**src/rtl/i2c_write_arbiter.sv**
```systemverilog
// i2c_write_arbiter: round-robin share of one I2C register-write engine between two requesters
module i2c_write_arbiter #(
  parameter logic [15:0] GAP_CYCLES     = 16'd500,
  parameter logic [23:0] TIMEOUT_CYCLES = 24'd500000
) (
  input  logic       clk,
  input  logic       reset,
  input  logic       req0,
  input  logic [7:0] id0,
  input  logic [7:0] reg0,
  input  logic [7:0] data0,
  output logic       ack0,
  input  logic       req1,
  input  logic [7:0] id1,
  input  logic [7:0] reg1,
  input  logic [7:0] data1,
  output logic       ack1,
  output logic       ack_timeout,
  output logic       eng_start,
  output logic [7:0] eng_id,
  output logic [7:0] eng_reg,
  output logic [7:0] eng_data,
  input  logic       eng_done,
  output logic       busy,
  output logic       timeout_err,
  input  logic       err_clr
);
  typedef enum logic [1:0] {IDLE, START, WAIT, GAP} state_t;
  state_t state, state_nx;
  logic last, cur, gnt, any_req, t_hit, g_hit, fin, to_fire, grant;
  logic [15:0] gcnt;
  logic [23:0] tcnt;
  assign any_req   = req0 | req1;
  assign gnt       = (req0 & req1) ? ~last : req1;
  assign grant     = state == IDLE && any_req;
  // terminal count is when the incremented counter would reach TIMEOUT_CYCLES-1
  assign t_hit     = {1'b0, tcnt} + 25'd2 >= {1'b0, TIMEOUT_CYCLES};
  assign g_hit     = {1'b0, gcnt} + 17'd1 >= {1'b0, GAP_CYCLES};
  assign fin       = state == WAIT && (eng_done || t_hit);
  assign to_fire   = state == WAIT && !eng_done && t_hit;
  assign eng_start = state == START;
  assign busy      = state != IDLE;
  always_comb begin
    state_nx = state;
    case (state)
      IDLE:    state_nx = any_req ? START : IDLE;
      START:   state_nx = WAIT;
      WAIT:    state_nx = fin ? GAP : WAIT;
      GAP:     state_nx = g_hit ? IDLE : GAP;
      default: state_nx = IDLE;
    endcase
  end
  always_ff @(posedge clk or negedge reset) begin
    if (!reset) begin
      state       <= IDLE;
      last        <= 1'b1;
      cur         <= 1'b0;
      gcnt        <= '0;
      tcnt        <= '0;
      ack0        <= 1'b0;
      ack1        <= 1'b0;
      ack_timeout <= 1'b0;
      timeout_err <= 1'b0;
      eng_id      <= '0;
      eng_reg     <= '0;
      eng_data    <= '0;
    end else begin
      state       <= state_nx;
      ack0        <= fin && !cur;
      ack1        <= fin && cur;
      ack_timeout <= to_fire;
      timeout_err <= to_fire || (timeout_err && !err_clr);
      tcnt        <= state == WAIT ? (tcnt + 24'd1 >= TIMEOUT_CYCLES ? tcnt : tcnt + 24'd1) : 24'd0;
      gcnt        <= state == GAP ? (g_hit ? gcnt : gcnt + 16'd1) : 16'd0;
      if (grant) begin
        cur      <= gnt;
        last     <= gnt;
        eng_id   <= gnt ? id1 : id0;
        eng_reg  <= gnt ? reg1 : reg0;
        eng_data <= gnt ? data1 : data0;
      end
    end
  end
endmodule
```
**config.mk**
```make
export PLATFORM = sky130hd
export DESIGN_NAME = i2c_write_arbiter
export DESIGN_NICKNAME = d
export VERILOG_FILES = /design/src/rtl/i2c_write_arbiter.sv
export SDC_FILE = /design/constraint.sdc
export NUM_CORES = 1
export LEC_CHECK = 0
export CORE_ASPECT_RATIO = 0.8
export CORE_UTILIZATION = 69
export CTS_CLUSTER_DIAMETER = 40
export CTS_CLUSTER_SIZE = 16
export DETAILED_ROUTE_END_ITERATION = 7
export DONT_BUFFER_PORTS = 1
export GPL_TIMING_DRIVEN = 0
export PLACE_DENSITY_LB_ADDON = 0.15
export SYNTH_ARGS = -nofsm -noshare
export SYNTH_HDL_FRONTEND = slang
export SYNTH_SLANG_ARGS = --single-unit
export TNS_END_PERCENT = 100
```
**constraint.sdc**
```tcl
create_clock -name clk -period 6 [get_ports clk]
set_clock_uncertainty 0.05 [all_clocks]
set_input_delay 1.8 -clock clk [delete_from_list [all_inputs] [get_ports clk]]
set_output_delay 1.8 -clock clk [all_outputs]
set_load 0.02 [all_outputs]
```
==> After elaboration in Yosys (flattened, before gate mapping) <==
Index checks and enable logic that the tools add are counted.
{ "totals": {"input_bits": 54, "output_inout_bits": 30, "register_bits": 72} }
{ "classes": {"muxes": 12, "magnitude_cmp": 3, "n_eq_ne": 5, "reduce_logical": 14, "n_addsub": 4, "bitwise_logic": 3} }
{ "op_table": {"columns": ["op", "count"], "rows": [
  ["$mux 24", 2],
  ["$mux 16", 2],
  ["$add 24x2->25 const B", 1],
  ["$ge 25x19->1 const B", 1],
  ["$add 24x1->24 const B", 1],
  ["$ge 24x19->1 const B", 1],
  ["$mux 8", 3],
  ["$add 16x1->17 const B", 1],
  ["$ge 17x9->1 const B", 1],
  ["$add 16x1->16 const B", 1],
  ["$pmux 2 s4", 1],
  ["$logic_and 1x1->1", 7],
  ["$eq 2x2->1 const B", 2],
  ["$ne 2x2->1 const B", 2],
  ["$logic_not 1->1", 3],
  ["$mux 1", 3],
  ["$eq 2x1->1 const B", 1],
  ["$logic_not 2->1", 1],
  ["$logic_or 1x1->1", 2],
  ["$mux 2", 1],
  ["$reduce_bool 2->1", 1],
  ["$and 1x1->1", 1],
  ["$not 1->1", 1],
  ["$or 1x1->1", 1]
]} }

==> Depth between registers and ports, before layout <==
Gate-level depths: netlist of the first run.
{ "logic_depth": {"ltp_word": 6, "depth_mapped": 12} }

==> Worst setup path after synthesis of the first run <==
No wires, ideal clock.
{ "synth_path": {"path_kind": "input to register", "from": "input port req1", "to": "register eng_data[1]", "setup_slack_ns": 2.773, "t_required_ns": 5.813, "stages": 5, "arrival_ns": 3.040, "cell_sequence": "a21boi_0 -> clkbuf_1 -> buf_1 -> mux2i_1 -> a21oi_1"} }
{ "synth_between": {"elab_chain_cells": 3} }
{ "synth_rtl": {"columns": ["item", "line", "rtl"], "rows": [
  ["start: declaration", "13", "input logic req1,"],
  ["$and 1x1->1", "34", "assign gnt = (req0 & req1) ? ~last : req1;"],
  ["$mux 1", "34", null],
  ["$mux 8", "80", "eng_data <= gnt ? data1 : data0;"],
  ["end signal: assignment", "80", null],
  ["end: declaration", "22", "output logic [7:0] eng_data,"]
]} }
Several ways; a longest one is shown, not always the timed one.
A chain may end at the register's enable or synchronous reset.

==> Final worst setup path of the first run <==
{ "layout_path": {"from": "register tcnt[1]", "to": "register tcnt[1]"} }
{ "layout_between": {"elab_chain_cells": 3} }
{ "layout_rtl": {"columns": ["item", "line", "rtl"], "rows": [
  ["start: declaration", "32", "logic [23:0] tcnt;"],
  ["start signal: assignment", "73", "tcnt <= state == WAIT ? (tcnt + 24'd1 >= TIMEOUT_CYCLES ? tcnt : tcnt + 24'd1) : 24'd0;"],
  ["$add 24x1->24 (*)", "73", null],
  ["$ge 24x19->1 / $mux 24 (equally long branches)", "73", null],
  ["$ne 2x2->1 (no line) / $mux 24 (equally long branches)", null, null]
]} }
Mark *: on every way between the ends. The rest lies on a longest branch, timed or not. The select of a mux whose other input is x is not followed.

==> flow_summary.ini, run 1 <==
[run_status]
status = finished clean

[timing]
finalMaxSlewViolations = 0
hold_violations = 0
tns_ns = 0
min_period_ns = 3.80
post-route-period-util_pct = 63.3
max_freq_mhz = 263
setup_viol = 0
max_slew_margin_pct = 29.5
max_slew.worst_pin.slew_ns = 1.05
hold_ws_ns = 0.411
rsz0062_at_grt = no

[synth]
synth_seq_cells = 72
synth_largest_area_cell = dfrtp_1
synth_top_area_share_pct = 40.1
synthTopCellsByArea = dfrtp_1 40%, mux2i_1 6.5%, a21oi_1 5.5%, nor2_1 4.8%, nand4_1 2.4%
ys_types = 64
netlist_area_um2 = 4430
synthArstFlopShare_pct = 100
synth.net_count = 558
synth_ff_type = dfrtp_1
avgSynthCellArea_um2 = 8.86
synth_edf_count = 0
netlist_instances = 500
ys_seq_area_share_pct = 40.7
synth_warnings = 0

[finish]
syn_to_final_growth_pct = 6.75
largest_reg_flops = 24
final_cell_mix = 71 x dfrtp_1, 57 x nor2_1, 49 x a21oi_1
mostFrequentLayoutCell = dfrtp_1
multi_input_area_um2 = 2420
fillers = 397
finalNetCount = 569
final_layout_size_suffix_gt1_share_pct = 10.9
seqCellArea_um2 = 1800
antenna_cells = 0
top_register = tcnt
top_regs = tcnt: 24 flops, gcnt: 16 flops

[drt]
post_drt_wl_per_cell_um = 20.5
wl_met3_um = 1450
wl_met1_um = 5110
route.met2.wl_um = 5430
postRouteWirelength_um = 12200
dr.first_iter.drc_count = 380
drcViolationCount = 0
via_per_inst = 7.06
ant_nets = 0
highest_layer = met4
vias = 4217
firstDrtPassIters = 6

[job]
cap_violations = 0

[clock_tree]
numCtsBuffers = 9
tritoncts = yes
clock_path_buffers = 2
cts_setup_buffers = 0
clk_pin_slew_worst_paths_ns = 0.09
cts_hold_buf = 0
clock_sinks = 72
cts_root_buffer = clkbuf_8
cts_resized = 0
htree_levels = 3
clock_latency_ns = 0.36

[min_path]
min-delay-start = cur
min_to = ack0
hold_depth = 1
worstHoldPathType = reg -> reg

[power]
leakagePower_nw = 1.88
seqPwrFrac_pct = 52.9
clkPwrFrac_pct = 32.0
cell_internal_pwr_w = 0.000771
peakVddDrop_uv = 204
p_sw_share_pct = 35.3
combPwrFrac_pct = 15.1
p_sw_w = 0.000421
power_density_nw_per_um2 = 252

[floorplan]
die_w_um = 91.6
dieArea_um2 = 6750
ios = 84
core_um2 = 6040
die_h_um = 73.7
placementRows = 25
initial_utilization_pct = 73.4

[worst_setup_path]
cp_data_arrival_time_ns = 4.00
worstPathCellList = ha_1, nand2_1, nor4_1, a32oi_1, o211ai_1, nand2_1, a31o_2
rr_worst_depth = 7
worst_setup_path_start_kind = register
path_buf_inv = 0
rr_endpoint = tcnt[1]
critPathKind = reg -> reg
worst_setup_path_end_kind = register
r2r_setup_slack_ns = 2.20
crit_slowest_cell = o211ai_1
crit_family = compound AO/OA/AOI/OAI gates
r2r_start = tcnt[1]
cp_max_fo = 9
cpPeakStageDelay_ns = 0.90
path_common_cell = nand2_1
required_ns = 6.21

[global_routing]
grt_pass1_wl_um = 19100
grt_pass1_vias = 3794
gr-total-overflow = 0
grt_max_degree = 73
antenna_found_initial = 0
track_usage_pct = 37.0

[placed_design]
port_buffers = 0
hpwl_um = 8660
gp_congestion = 0.961
[power groups by stage]
stage / logic [W] / clock network, W / registers, W
global route: 0.000201 / 0.000402 / 0.000637
global placement: 0.000159 / 0 / 0.000635
finish: 0.000180 / 0.000381 / 0.000631
detailed placement: 0.000175 / 0 / 0.000635
CTS: 0.000177 / 0.000384 / 0.000629
floorplan: 0.000136 / 0 / 0.000623
[how the worst max path moves through the flow]
| stage | from | to | slack [ns] | cells after the start |
|---|---|---|---|---|
| CTS | tcnt[1] | tcnt[1] | 2.36 | 7 |
| finish | tcnt[1] | tcnt[1] | 2.20 | 7 |
| floorplan | req1 | eng_data[1] | 2.77 | 5 |
| detailed placement | tcnt[1] | tcnt[1] | 2.44 | 7 |
| global placement | tcnt[1] | tcnt[1] | 2.47 | 7 |
| global route | tcnt[1] | tcnt[1] | 2.07 | 7 |
[metal layers]
metal	vias to the layer above	GRT usage (%)
li1	1886	-
met1	1994	51.4
met4	0	8.99
met3	41	11.5
met2	296	57.0
met5	-	0
[cells in the mapped netlist, types with 2 or more instances]
library cell / number
nor3_1: 5
a21oi_1: 49
o21a_1: 2
nor2b_1: 3
nand2b_1: 6
o21ai_0: 15
and4_1: 5
o31ai_1: 13
nor3b_1: 2
dfrtp_1: 71
a211oi_1: 3
a31o_2: 10
nor2_1: 57
a311oi_1: 2
or2_2: 3
or4_1: 13
a31oi_1: 5
a21boi_0: 3
inv_1: 9
o211a_1: 2
o22ai_1: 4
ha_1: 4
o32ai_1: 2
nand2_1: 28
or4_4: 2
a211o_1: 2
xnor2_1: 10
o211ai_1: 3
o31a_1: 2
nand4_1: 17
buf_2: 14
a2111oi_0: 3
and3_1: 9
mux2i_1: 29
clkbuf_1: 22
and2_1: 11
nand3_1: 16
or3_1: 9
nor4_1: 9
or3b_2: 2
[stage by stage]
| stage | util [%] | setup WS, ns | total power (W) | cells | instance area, µm² |
|---|---|---|---|---|---|
| 6_report | 78.4 | 2.20 | 0.00119 | 597 | 4730 |
| 5_1_grt | 78.4 | 2.07 | 0.00124 | 597 | 4730 |
| 4_1_cts | 78.4 | 2.36 | 0.00119 | 597 | 4730 |
| 3_5_place_dp | 75.1 | 2.44 | 0.000811 | 581 | 4530 |
| 3_3_place_gp | 75.1 | 2.47 | 0.000794 | 581 | 4530 |
| 2_1_floorplan | - | 2.77 | 0.000759 | 500 | 4430 |
[cells by family after synthesis]
family | after synthesis | synth area share (%)
buf+inv | 48 | 4.71
mux | 30 | 6.80
flops | 72 | 40.7
compound gates | 130 | 19.3
simple gates | 205 | 25.2
fa+ha+maj | 4 | 1.13
xor+xnor | 11 | 2.17
[cell type report]
type                       count  area share, %
buffer                        39           3.70
inverter                       9          0.714
multi-input combinational    380           51.2
tap                           81           2.14
clock inverter                 7           1.56
sequential                    72           38.1
clock buffer                   9           2.62
(Power assumes the default switching activity.)
==> inputs of run 2 (changes only) <==
--- a/config.mk
+++ b/config.mk
@@ -6,7 +6,7 @@
 export NUM_CORES = 1
 export LEC_CHECK = 0
 export CORE_ASPECT_RATIO = 0.8
-export CORE_UTILIZATION = 69
+export CORE_UTILIZATION = 64
 export CTS_CLUSTER_DIAMETER = 40
 export CTS_CLUSTER_SIZE = 16
 export DETAILED_ROUTE_END_ITERATION = 7
==> constraint.sdc (replaced) <==
create_clock -name clk -period 3.8 [get_ports clk]
set_clock_uncertainty 0.05 [all_clocks]
set_input_delay 1.14 -clock clk [delete_from_list [all_inputs] [get_ports clk]]
set_output_delay 1.14 -clock clk [all_outputs]
set_load 0.02 [all_outputs]
==> flow_summary.ini, run 2 (same netlist as run 1, synthesis figures left out) <==
[run_status]
status = finished clean

[finish]
mostFrequentLayoutCell = dfrtp_1
top_regs = tcnt: 24 flops, gcnt: 16 flops
multi_input_area_um2 = 2430
fillers = 494
finalNetCount = 569
antenna_cells = 0
final_cell_mix = 71 x dfrtp_1, 57 x nor2_1, 49 x a21oi_1
syn_to_final_growth_pct = 7.62
final_layout_size_suffix_gt1_share_pct = 10.9
seqCellArea_um2 = 1800
largest_reg_flops = 24
top_register = tcnt

[timing]
hold_violations = 0
max_slew.worst_pin.slew_ns = 0.899
max_freq_mhz = 276
hold_ws_ns = 0.376
rsz0062_at_grt = no
fin_ws_ns = 0.176
post-route-period-util_pct = 95.4
min_period_ns = 3.62
setup_viol = 0
max_slew_margin_pct = 39.8
tns_ns = 0
finalMaxSlewViolations = 0

[floorplan]
core_um2 = 6540
die_h_um = 76.4
dieArea_um2 = 7260
die_w_um = 95.0
ios = 84
placementRows = 26
initial_utilization_pct = 67.8

[worst_setup_path]
worst_setup_path_end_kind = register
required_ns = 4.02
worst_setup_path_start_kind = register
cp_max_fo = 10
critPathKind = reg -> reg
cp_data_arrival_time_ns = 3.84

[drt]
post_drt_wl_per_cell_um = 19.8
dr.first_iter.drc_count = 340
ant_nets = 0
drcViolationCount = 0
postRouteWirelength_um = 11900
vias = 4100
firstDrtPassIters = 5
via_per_inst = 6.83

[placed_design]
hpwl_um = 8590
place_ws_ns = 0.142
gp_congestion = 0.954
port_buffers = 0

[clock_tree]
clk_pin_slew_worst_paths_ns = 0.08
htree_levels = 3
cts_setup_buffers = 0
cts_hold_buf = 0
tritoncts = yes
clock_latency_ns = 0.35
numCtsBuffers = 9
clock_sinks = 72
cts_root_buffer = clkbuf_8
clock_path_buffers = 2

[power]
p_sw_share_pct = 31.1
leakagePower_nw = 1.91
peakVddDrop_uv = 318
power_density_nw_per_um2 = 405
clkPwrFrac_pct = 34.6
p_sw_w = 0.000601
seqPwrFrac_pct = 51.4
combPwrFrac_pct = 14.1
cell_internal_pwr_w = 0.00133

[global_routing]
gr-total-overflow = 0
grt_pass1_vias = 3905
grt_max_degree = 73
track_usage_pct = 33.3
antenna_found_initial = 0
grt_pass1_wl_um = 18700

[min_path]
worstHoldPathType = reg -> reg

[job]
cap_violations = 0
[run 2: cell type report]
cell class | count | share of cell area, %
Clock buffer | 10 | 2.68
Tap cell | 84 | 2.20
Clock inverter | 6 | 1.89
Buffer | 39 | 3.67
Sequential cell | 72 | 37.8
Inverter | 9 | 0.708
Multi-Input combinational cell | 380 | 51.0
[run 2: critical path, stage by stage, from the launching register on]
cell     delay, ns
dfrtp_1       0.50
ha_1          0.39
nand2_1       0.22
nor4_2        0.64
a31oi_1       0.17
a31oi_1       0.26
o211a_1       0.36
buf_2         0.30
buf_2         0.30
o21ai_0       0.16
a21oi_1       0.18
[run 2: routing by layer]
layer  wire length, µm  global-route usage [%]  vias to the layer above  share of wire (%)
li1                  -                       -                     1888                  -
met1              5260                    48.3                     1956                 44
met2              5340                    50.0                      238                 45
met3              1160                    8.38                       18                9.8
met4                98                    8.18                        0               0.83
met5                 0                       0                        -                  0
[run 2: path summary, 6_finish.rpt]
path	from	end	slack [ns]	cells after the start
max	tcnt[1]	tcnt[0]	0.18	10
min	cur	ack0	0.38	1
max reg2reg	tcnt[1]	tcnt[0]	0.18	10
min reg2reg	cur	ack0	0.38	1
max in group asynchronous	reset	last	3.05	0
min in group asynchronous	reset	gcnt[2]	0.43	0
[run 2: timing repair]
action | CTS | global route
endpoints found under the hold margin | 0 | 0
endpoints found under the setup margin | 0 | 16
gates resized for setup | 0 | 2
[run 2: per-stage QoR]
| stage | cells | instance area [µm²] | total power, W | util [%] |
|---|---|---|---|---|
| 2_1_floorplan | 500 | 4430 | 0.00120 | - |
| 3_3_place_gp | 584 | 4540 | 0.00126 | 69.4 |
| 3_5_place_dp | 584 | 4540 | 0.00128 | 69.4 |
| 4_1_cts | 600 | 4750 | 0.00194 | 72.7 |
| 5_1_grt | 600 | 4770 | 0.00201 | 72.9 |
| 6_report | 600 | 4770 | 0.00193 | 72.9 |
[run 2: power by group through the flow]
stage	Combinational (W)	Sequential (W)	Clock, W
detailed placement	0.000273	0.00100	0
floorplan	0.000215	0.000984	0
global placement	0.000255	0.00100	0
global route	0.000303	0.00100	0.000706
CTS	0.000271	0.000992	0.000673
finish	0.000272	0.000993	0.000668
==> inputs of run 3 (changes only) <==
--- a/config.mk
+++ b/config.mk
@@ -13,6 +13,8 @@
 export DONT_BUFFER_PORTS = 1
 export GPL_TIMING_DRIVEN = 0
 export PLACE_DENSITY_LB_ADDON = 0.15
+export SETUP_SLACK_MARGIN = 0.1
+export SKIP_LAST_GASP = 1
 export SYNTH_ARGS = -nofsm -noshare
 export SYNTH_HDL_FRONTEND = slang
 export SYNTH_SLANG_ARGS = --single-unit
==> flow_summary.ini, run 3 (same netlist as run 1, synthesis figures left out) <==
[floorplan]
initial_utilization_pct = 67.8
dieArea_um2 = 7260
core_um2 = 6540
die_h_um = 76.4
placementRows = 26
die_w_um = 95.0
ios = 84

[timing]
fin_ws_ns = 0.275
min_period_ns = 3.52
hold_ws_ns = 0.377
setup_viol = 0
post-route-period-util_pct = 92.8
max_slew_margin_pct = 43.4
finalMaxSlewViolations = 0
rsz0062_at_grt = no
max_freq_mhz = 284
hold_violations = 0
tns_ns = 0
max_slew.worst_pin.slew_ns = 0.845

[clock_tree]
cts_hold_buf = 0
cts_setup_buffers = 0
cts_root_buffer = clkbuf_8
htree_levels = 3
clock_path_buffers = 2
clk_pin_slew_worst_paths_ns = 0.08
clock_latency_ns = 0.35
numCtsBuffers = 9
clock_sinks = 72
tritoncts = yes

[worst_setup_path]
critPathKind = reg -> reg
worstPathCellList = ha_1, nand4_1, nor4_1, xnor2_1, nor3_1, o211a_1, buf_2, buf_2, o21ai_0, a21oi_1
worst_setup_path_end_kind = register
cp_data_arrival_time_ns = 3.74
cp_max_fo = 10
worst_setup_path_start_kind = register
cpPeakStageDelay_ns = 0.49
required_ns = 4.02
crit_slowest_cell = dfrtp_1
path_common_cell = buf_2

[global_routing]
track_usage_pct = 33.3
grt_pass1_wl_um = 18700
grt_pass1_vias = 3905
grt_max_degree = 73
antenna_found_initial = 0
gr-total-overflow = 0

[power]
p_sw_share_pct = 31.1
combPwrFrac_pct = 14.1
peakVddDrop_uv = 318
cell_internal_pwr_w = 0.00133
clkPwrFrac_pct = 34.6
seqPwrFrac_pct = 51.3
power_density_nw_per_um2 = 405
leakagePower_nw = 1.92
p_sw_w = 0.000603

[drt]
vias = 4123
postRouteWirelength_um = 11900
dr.first_iter.drc_count = 390
ant_nets = 0
post_drt_wl_per_cell_um = 19.8
drcViolationCount = 0
firstDrtPassIters = 8
via_per_inst = 6.87

[placed_design]
port_buffers = 0
place_ws_ns = 0.142
hpwl_um = 8590
gp_congestion = 0.954

[finish]
finalNetCount = 569
final_cell_mix = 71 x dfrtp_1, 57 x nor2_1, 49 x a21oi_1
largest_reg_flops = 24
syn_to_final_growth_pct = 7.82
antenna_cells = 0
top_regs = tcnt: 24 flops, gcnt: 16 flops
mostFrequentLayoutCell = dfrtp_1
top_register = tcnt
fillers = 494
final_layout_size_suffix_gt1_share_pct = 10.9

[min_path]
worstHoldPathType = reg -> reg

[run_status]
status = finished clean

[job]
cap_violations = 0
-- run 3: worst paths after layout --
path                                end  depth (start not counted)    start  slack (ns)
worst max register to register  tcnt[0]                         10  tcnt[1]        0.28
worst min register to register     ack0                          1      cur        0.38
worst min-delay path               ack0                          1      cur        0.38
min in group asynchronous       tcnt[8]                          0    reset        0.43
max in group asynchronous          last                          0    reset        3.05
worst max-delay path            tcnt[0]                         10  tcnt[1]        0.28
-- run 3: critical path: cells and delay by family (launching register included) --
family,cells,cell delay (ns)
flip-flops,1,0.49
adder cells (fa/ha/maj),1,0.38
AND/OR/NAND/NOR,3,1.06
XOR/XNOR,1,0.12
buffers and inverters,2,0.61
AO/OA/AOI/OAI,3,0.74
-- run 3: per-layer routing --
layer	vias up	share of wire, %	track usage (%)
met1	1986	45	48.3
met2	235	45	50.0
met5	-	0	0
met3	18	9.3	8.38
li1	1884	-	-
met4	0	0.98	8.18
-- run 3: power groups by stage --
| stage | clock network (W) | registers, W | logic [W] |
|---|---|---|---|
| 4_1_cts | 0.000673 | 0.000992 | 0.000271 |
| 6_report | 0.000669 | 0.000994 | 0.000273 |
| 3_5_place_dp | 0 | 0.00100 | 0.000273 |
| 2_1_floorplan | 0 | 0.000984 | 0.000215 |
| 5_1_grt | 0.000706 | 0.00100 | 0.000303 |
| 3_3_place_gp | 0 | 0.00100 | 0.000255 |
-- run 3: timing repair --
| item | 4_1_cts | 5_1_grt |
|---|---|---|
| resized for setup | 0 | 3 |
| endpoints found under the hold margin | 0 | 0 |
| endpoints found under the setup margin | 0 | 20 |
-- run 3: metrics by stage --
| step | utilization, % | std cells | cell area [µm²] | total power (W) |
|---|---|---|---|---|
| after floorplan | - | 500 | 4430 | 0.00120 |
| after global routing | 73.1 | 600 | 4780 | 0.00201 |
| after detailed placement | 69.4 | 584 | 4540 | 0.00128 |
| after CTS | 72.7 | 600 | 4750 | 0.00194 |
| after global placement | 69.4 | 584 | 4540 | 0.00126 |
| final | 73.1 | 600 | 4780 | 0.00194 |
-- run 3: layout make-up --
class | instances | area, µm² | share of cell area (%)
multi-input cells | 380 | 2440 | 51.1
plain buffers | 39 | 175 | 3.67
clock buffers | 10 | 128 | 2.67
well taps | 84 | 105 | 2.20
flip-flops and latches | 72 | 1800 | 37.7
clock inverters | 6 | 90.1 | 1.89
inverters | 9 | 33.8 | 0.707
